<file path="src/rtl/cascade_counter_pkg.sv">
// Shared types and helpers for the cascade_counter digit chain.
// Optional build macro: CASCADE_COUNTER_SAT_EN (saturating instead of wrapping).
package cascade_counter_pkg;

    typedef enum logic [2:0] {
        OP_HOLD,
        OP_CLR,
        OP_LOAD,
        OP_UP,
        OP_DOWN
    } digit_op_t;

    // Out-of-range load digits are pulled down to the largest legal digit.
    function automatic int unsigned clamp_digit(input int unsigned d, input int unsigned val);
        return (d >= val) ? (val - 1) : d;
    endfunction

    function automatic int unsigned digit_max(input int unsigned val);
        return val - 1;
    endfunction

endpackage

</file>
<file path="src/rtl/counter_digit.sv">
// One radix-VAL up/down digit with synchronous clear and clamped load.
module counter_digit
    import cascade_counter_pkg::*;
#(
    parameter int WIDTH = 4,
    parameter int VAL   = 10
) (
    input  logic             clk,
    input  logic             rst,
    input  logic             clr,
    input  logic             ld,
    input  logic [WIDTH-1:0] ld_val,
    input  logic             up,
    input  logic             dn,
    output logic [WIDTH-1:0] q,
    output logic             at_max,
    output logic             at_min
);

    localparam logic [WIDTH-1:0] DIG_MAX = WIDTH'(digit_max(VAL));

    digit_op_t        op;
    logic [WIDTH-1:0] ld_clamped;

    assign ld_clamped = WIDTH'(clamp_digit(32'(ld_val), VAL));
    assign at_max     = (q == DIG_MAX);
    assign at_min     = (q == '0);

    // Clear beats load beats counting; simultaneous up and down cancel.
    always_comb begin
        op = OP_HOLD;
        if (clr)
            op = OP_CLR;
        else if (ld)
            op = OP_LOAD;
        else if (up && !dn)
            op = OP_UP;
        else if (dn && !up)
            op = OP_DOWN;
    end

    always_ff @(posedge clk or posedge rst) begin
        if (rst) begin
            q <= '0;
        end else begin
            case (op)
                OP_CLR:  q <= '0;
                OP_LOAD: q <= ld_clamped;
                OP_UP:   q <= at_max ? '0 : q + WIDTH'(1);
                OP_DOWN: q <= at_min ? DIG_MAX : q - WIDTH'(1);
                default: q <= q;
            endcase
        end
    end

endmodule

</file>
<file path="src/rtl/cascade_counter.sv">
// Multi-digit radix-VAL up/down loadable counter with wrap/underflow flags.
// Define CASCADE_COUNTER_SAT_EN to make the counter saturate at its limits.
module cascade_counter
    import cascade_counter_pkg::*;
#(
    parameter int WIDTH = 4,
    parameter int VAL   = 10,
    parameter int NDIG  = 3
) (
    input  logic                  clk,
    input  logic                  rst,
    input  logic                  en,
    input  logic                  inc,
    input  logic                  dec,
    input  logic                  load,
    input  logic [NDIG*WIDTH-1:0] load_val,
    output logic [NDIG*WIDTH-1:0] v,
    output logic                  r,
    output logic                  u
);

    localparam int TOTAL_W = NDIG * WIDTH;

    logic [NDIG:0]   carry;
    logic [NDIG:0]   borrow;
    logic [NDIG-1:0] at_max;
    logic [NDIG-1:0] at_min;
    logic            count_up;
    logic            count_dn;
    logic            all_max;
    logic            all_min;
    logic            step_up;
    logic            step_dn;

    assign count_up = en & ~load & inc & ~dec;
    assign count_dn = en & ~load & dec & ~inc;
    assign all_max  = carry[NDIG];
    assign all_min  = borrow[NDIG];

    assign r = ~rst & count_up & all_max;
    assign u = ~rst & count_dn & all_min;

`ifdef CASCADE_COUNTER_SAT_EN
    // A request that would cross the limit is dropped so every digit holds.
    assign step_up = count_up & ~all_max;
    assign step_dn = count_dn & ~all_min;
`else
    assign step_up = count_up;
    assign step_dn = count_dn;
`endif

    assign carry[0]  = 1'b1;
    assign borrow[0] = 1'b1;

    // Digit i steps only when every lower digit sits at its limit.
    for (genvar i = 0; i < NDIG; i++) begin : g_digit
        assign carry[i+1]  = carry[i] & at_max[i];
        assign borrow[i+1] = borrow[i] & at_min[i];

        counter_digit #(
            .WIDTH (WIDTH),
            .VAL   (VAL)
        ) u_digit (
            .clk    (clk),
            .rst    (rst),
            .clr    (~en),
            .ld     (load),
            .ld_val (load_val[i*WIDTH +: WIDTH]),
            .up     (step_up & carry[i]),
            .dn     (step_dn & borrow[i]),
            .q      (v[i*WIDTH +: WIDTH]),
            .at_max (at_max[i]),
            .at_min (at_min[i])
        );
    end

    if (TOTAL_W < 1) begin : g_bad_width
        $error("cascade_counter: NDIG*WIDTH must be positive");
    end

endmodule
</file>
<file path="config.mk">
export PLATFORM = sky130hd
export DESIGN_NAME = cascade_counter
export DESIGN_NICKNAME = d
export VERILOG_FILES = /design/src/rtl/cascade_counter_pkg.sv /design/src/rtl/counter_digit.sv /design/src/rtl/cascade_counter.sv
export SDC_FILE = /design/constraint.sdc
export NUM_CORES = 1
export LEC_CHECK = 0
export ABC_AREA = 1
export CORE_MARGIN = 10
export CORE_UTILIZATION = 25
export CTS_CLUSTER_SIZE = 28
export DETAILED_ROUTE_END_ITERATION = 8
export SETUP_SLACK_MARGIN = 0.5
export SLEW_MARGIN = 0
export SYNTH_ARGS = -nofsm -noshare
export SYNTH_HDL_FRONTEND = slang
export SYNTH_SLANG_ARGS = --single-unit
</file>
<file path="constraint.sdc">
create_clock -name clk -period 2.3 [get_ports clk]
set_input_delay 0.46 -clock clk [delete_from_list [all_inputs] [get_ports clk]]
set_output_delay 0.46 -clock clk [all_outputs]
set_load 0.05 [all_outputs]
</file>
Word-level counts from Yosys, hierarchy flattened. Index checks and enable logic that the tools add are counted.

Register bits after elaboration: 12. Input bits: 18.

Add/subtract/negate cells: 6. Order comparisons: 3. Equality and inequality tests: 15. Multiplexer cells: 24. Bitwise operators: 21. Reduce and logical (&&, ||, !) cells: 18.

Operator list (count): $pmux 4 s4 (3); $mux 3 (12); $mux 4 (9); $eq 3x2->1 const B (6); $and 1x1->1 (17); $add 4x1->4 const B (3); $eq 4x4->1 const B (3); $ge 4x4->1 const B (3); $logic_not 4->1 (3); $reduce_bool 4->1 (3); $sub 4x1->4 const B (3); $eq 3x1->1 const B (3); $eq 3x3->1 const B (3); $logic_and 1x1->1 (6); $logic_not 1->1 (6); $not 1->1 (4).

Longest topological paths before layout.
Depth in word-level cells: 13. Gate-level depth with buffers: 9. Mapped depth without buffers: 9.

Hierarchy. From an unflattened synthesis, not the netlist that was laid out.

Cells, all modules: 224. Area, all modules: 1531.5 um^2.

Modules (own cells, without submodules): counter_digit (times used 3, cells an instance 66, area an instance 469.2 um^2, sequential area each 100.1 um^2); cascade_counter (times used 1, cells an instance 26, area an instance 123.9 um^2, sequential area each 0.0 um^2).

Least setup slack after synthesis. Ideal clock, no wire load.

Path kind: reg-to-output. From: reg g_digit[2].u_digit.q[0]. To: out r. Arrival time: 2.630 ns. Data required time: 1.840 ns. Slack: -0.790 ns. Cell stages (with the launch flop): 4. Path buffers: 0. Path through: dfrtp_1 -> ha_1 -> nand3_1 -> nor4_1.

Cells in the longest elaborated chain, start to end: 3.

RTL lines: from (decl) (RTL line counter_digit.sv:15) `output logic [WIDTH-1:0] q,`; from (signal assigned) (RTL line counter_digit.sv:48) `OP_LOAD: q <= ld_clamped;`; from (signal assigned) (RTL line counter_digit.sv:49) `OP_UP: q <= at_max ? '0 : q + WIDTH'(1);`; from (signal assigned) (RTL line counter_digit.sv:50) `OP_DOWN: q <= at_min ? DIG_MAX : q - WIDTH'(1);`; $eq 4x4->1 (RTL line counter_digit.sv:26) `assign at_max = (q == DIG_MAX);`; $and 1x1->1 (RTL line cascade_counter.sv:57) `assign carry[i+1] = carry[i] & at_max[i];`; $and 1x1->1 (RTL line cascade_counter.sv:40) `assign r = ~rst & count_up & all_max;`; to (decl) (RTL line cascade_counter.sv:18) `output logic r,`.

No other way between the ends.

Worst setup path after layout.
From: reg g_digit[0].u_digit.q[1]. To: out u.

Cells in the longest elaborated chain, start to end: 4.

RTL lines: from (decl) (RTL line counter_digit.sv:15); from (signal assigned) (RTL line counter_digit.sv:48); from (signal assigned) (RTL line counter_digit.sv:49); from (signal assigned) (RTL line counter_digit.sv:50); $logic_not 4->1 (RTL line counter_digit.sv:27) `assign at_min = (q == '0);`; $and 1x1->1 (2 in series) (RTL line cascade_counter.sv:58) `assign borrow[i+1] = borrow[i] & at_min[i];`; $and 1x1->1 (RTL line cascade_counter.sv:41) `assign u = ~rst & count_dn & all_min;`; to (decl) (RTL line cascade_counter.sv:19) `output logic u`.

No other way between the ends.

==> impl_results.md <==
* Setup crit end kind: output port
* Die height at 91.1 µm
* # nets final at 263
* R2R cell count at 9
* Peak supply drop at 0.203 mV
* Synth Instances at 200
* Total CTS buffers at 3
* Initial antenna violation count at 0
* Biggest regs: g_digit.u_digit.q (12)
* Layout cell share with drive strength beyond 1 at 0.290
* ANT cells at 0
* Worst R2R Setup Slack at 960 ps
* IO Pins at 32
* Number of vias per cell at 4.51
* Setup_tns at 0 ps
* Setup slack at placement at 126 ps
* Total Routing Usage GR at 0.0916
* Pwr Density at 431 nW/µm²
* Vias in the first global route at 1435
* Worst hold slack at 572 ps
* Drt initial violations at 69
* Fmax achieved at 501 MHz
* Top Layer Used: met4
* Routed Wire Length at 3.65 mm
* Net Count, Synth at 221
* Register area share after synthesis at 0.237
* Max reg flops at 12
* Clk_skew at 2.12 ps
* Final Util at 0.389
* Final setup margin at 304 ps
* Hold_buf cts at 0
* DP Wirelength at 2.95 mm
* Largest net degree at the start of global routing at 13
* DRT met1 WL at 1.80 mm
* R2R Path Start: g_digit[0].u_digit.q[2]
* Worst reg2reg endpoint: g_digit[1].u_digit.q[0]
* CTS tree: yes
* Via Count at 1389
* Worst Tran Pin Value at 509 ps
* Routability cong. at 0.841
* Rel. slew slack at 0.660
* Min Tclk post-route at 2000 ps
* Synthesized area per cell at 6.32 µm²
* Post-Syn Area at 1260 µm²
* WS Path Type: register to output port
* Biggest register: g_digit.u_digit.q
* Wire length on met3 at 195 µm
* Area grow syn2layout at 48.3%
* WP data required at 1840 ps
* Startpoint Class: register
* Htree depth at 1
* Final Max Slew Viols at 0
* FILL cells at 518
* Worst Hold Path EP: g_digit[1].u_digit.q[3]
* Routed WL per cell at 11.9 µm
* Outcome: finished, final reports clean
* Max_cap viols at 0
* Synth warnings at 0
* Clk buf depth at 2
* Initial core utilization at 0.263
* Yosys cell types at 24
* DIE AREA at 8300 µm²
* Count of final setup violators at 0
* Leakage power at 0.909 nW
* DRC Markers at 0
* Die Wd at 91.1 µm
* RSZ-0062 raised after global routing: yes
* Clk root buf: clkbuf_8
* IO Port Bufs at 31
* Hold WC Path Type: register to register
* Critical Path AT at 1540 ps
* Final ANT Viol Nets at 0
* Routed wl met2 at 1.64 mm
* Drt first pass iters at 4
* Min-delay src: g_digit[1].u_digit.q[3]
* Critical Path Fanout Max at 8
* # rows at 25
* Worst hold path stage count at 2
* Clock Pin Slew Worst Setup and Hold Paths at 60 ps
* Worst skew pair latency at 250 ps
* Number of synthesized register bits at 12
* Fin crit share at 0.868
* Final Hold Viols at 0
* Core area at 4820 µm²
* First-pass GRT wire length at 6.50 mm
* Clk sinks at 12
* Remaining Overflow, GRT at 0
==> kinds of logic after synthesis <==
logic type,after synthesis,share of synthesized area
AND/OR/NAND/NOR,133,0.544
AO/OA/AOI/OAI,20,0.0880
buffers and inverters,31,0.0940
adder cells (fa/ha/maj),3,0.0297
XOR/XNOR,1,0.00693
flip-flops,12,0.237
==> cells in the final DEF (no fill, tap or decap), types with 2 or more instances in the layout <==
cell,synthesis,layout
a21oi_1,7,7
inv_1,21,17
nor2_1,23,22
nand2_2,4,6
buf_4,0,8
nor3_1,4,3
clkdlybuf4s50_1,0,13
nand3_1,25,23
ha_4,0,2
nand2_1,48,46
nand2_4,6,6
dfrtp_2,0,12
nand4_1,8,8
inv_2,8,11
nor2_4,7,10
dlygate4sd2_1,0,15
o21ai_0,9,9
nand3_2,1,2
buf_12,0,2
nor2_2,5,3
clkbuf_8,0,4
==> worst max-delay path, cell delays in order, from the launching register on <==
cell,delay (ps)
dfrtp_2,470
nor2_4,180
nand2_4,90
inv_2,100
nand3_2,120
nor3_4,160
buf_12,160
==> routing by layer <==
layer  global-route usage  vias up
li1                     -      728
met3               0.0313        2
met2                0.149       35
met5                    0        -
met4               0.0117        0
met1                0.117      624
==> cell usage after synthesis <==
cell type / count / area share
nand2_1: 48 / 0.14
nand3_1: 25 / 0.099
nor2_1: 23 / 0.068
inv_1: 21 / 0.062
dfrtp_1: 12 / 0.24
o21ai_0: 9 / 0.036
inv_2: 8 / 0.024
nand4_1: 8 / 0.040
a21oi_1: 7 / 0.028
nor2_4: 7 / 0.062
nand2_4: 6 / 0.053
nor2_2: 5 / 0.025
nand2_2: 4 / 0.020
nor3_1: 4 / 0.016
ha_1: 3 / 0.030
buf_2: 2 / 0.0079
a22oi_1: 1 / 0.0059
nand3_2: 1 / 0.0079
nand3b_1: 1 / 0.0059
nor4_1: 1 / 0.0049
o211ai_1: 1 / 0.0059
o21a_1: 1 / 0.0059
o221ai_1: 1 / 0.0069
xnor2_1: 1 / 0.0069
==> final cells by class <==
cell class                      count  area [µm²]  area share
Clock buffer                        4        55.1      0.0294
Timing Repair Buffer               39         372       0.198
Inverter                           29         113      0.0600
Tap cell                           67        83.8      0.0447
Multi-Input combinational cell    157         937       0.500
Sequential cell                    12         315       0.168
==> power breakdown <==
group	switching, mW	internal, mW
Sequential	0.0350	0.229
Combinational	0.193	0.110
Clock	0.0897	0.152
==> how the worst max path moves through the flow <==
| stage | start | to | cells after the start |
|---|---|---|---|
| after global routing | g_digit[0].u_digit.q[1] | r | 6 |
| final | g_digit[0].u_digit.q[1] | u | 6 |
| after global placement | en | u | 6 |
| after floorplan | g_digit[2].u_digit.q[1] | r | 4 |
| after detailed placement | en | u | 6 |
| after CTS | g_digit[2].u_digit.q[0] | u | 5 |
==> metrics by stage <==
| step | area (µm²) | instances | power [mW] |
|---|---|---|---|
| finish | 1880 | 308 | 0.809 |
| global route | 1880 | 308 | 0.866 |
| CTS | 1840 | 306 | 0.803 |
| detailed placement | 1770 | 299 | 0.570 |
| global placement | 1770 | 299 | 0.569 |
| floorplan | 1350 | 200 | 0.469 |
==> repair_timing <==
item / 4_1_cts / 5_1_grt
setup endpoints to repair: 14 / 3
setup buffers: 3 / 2
pin swaps: 3 / 2
gates resized for setup: 18 / 8
gates cloned: 0 / 0
Power figures use the tool's default switching activity.
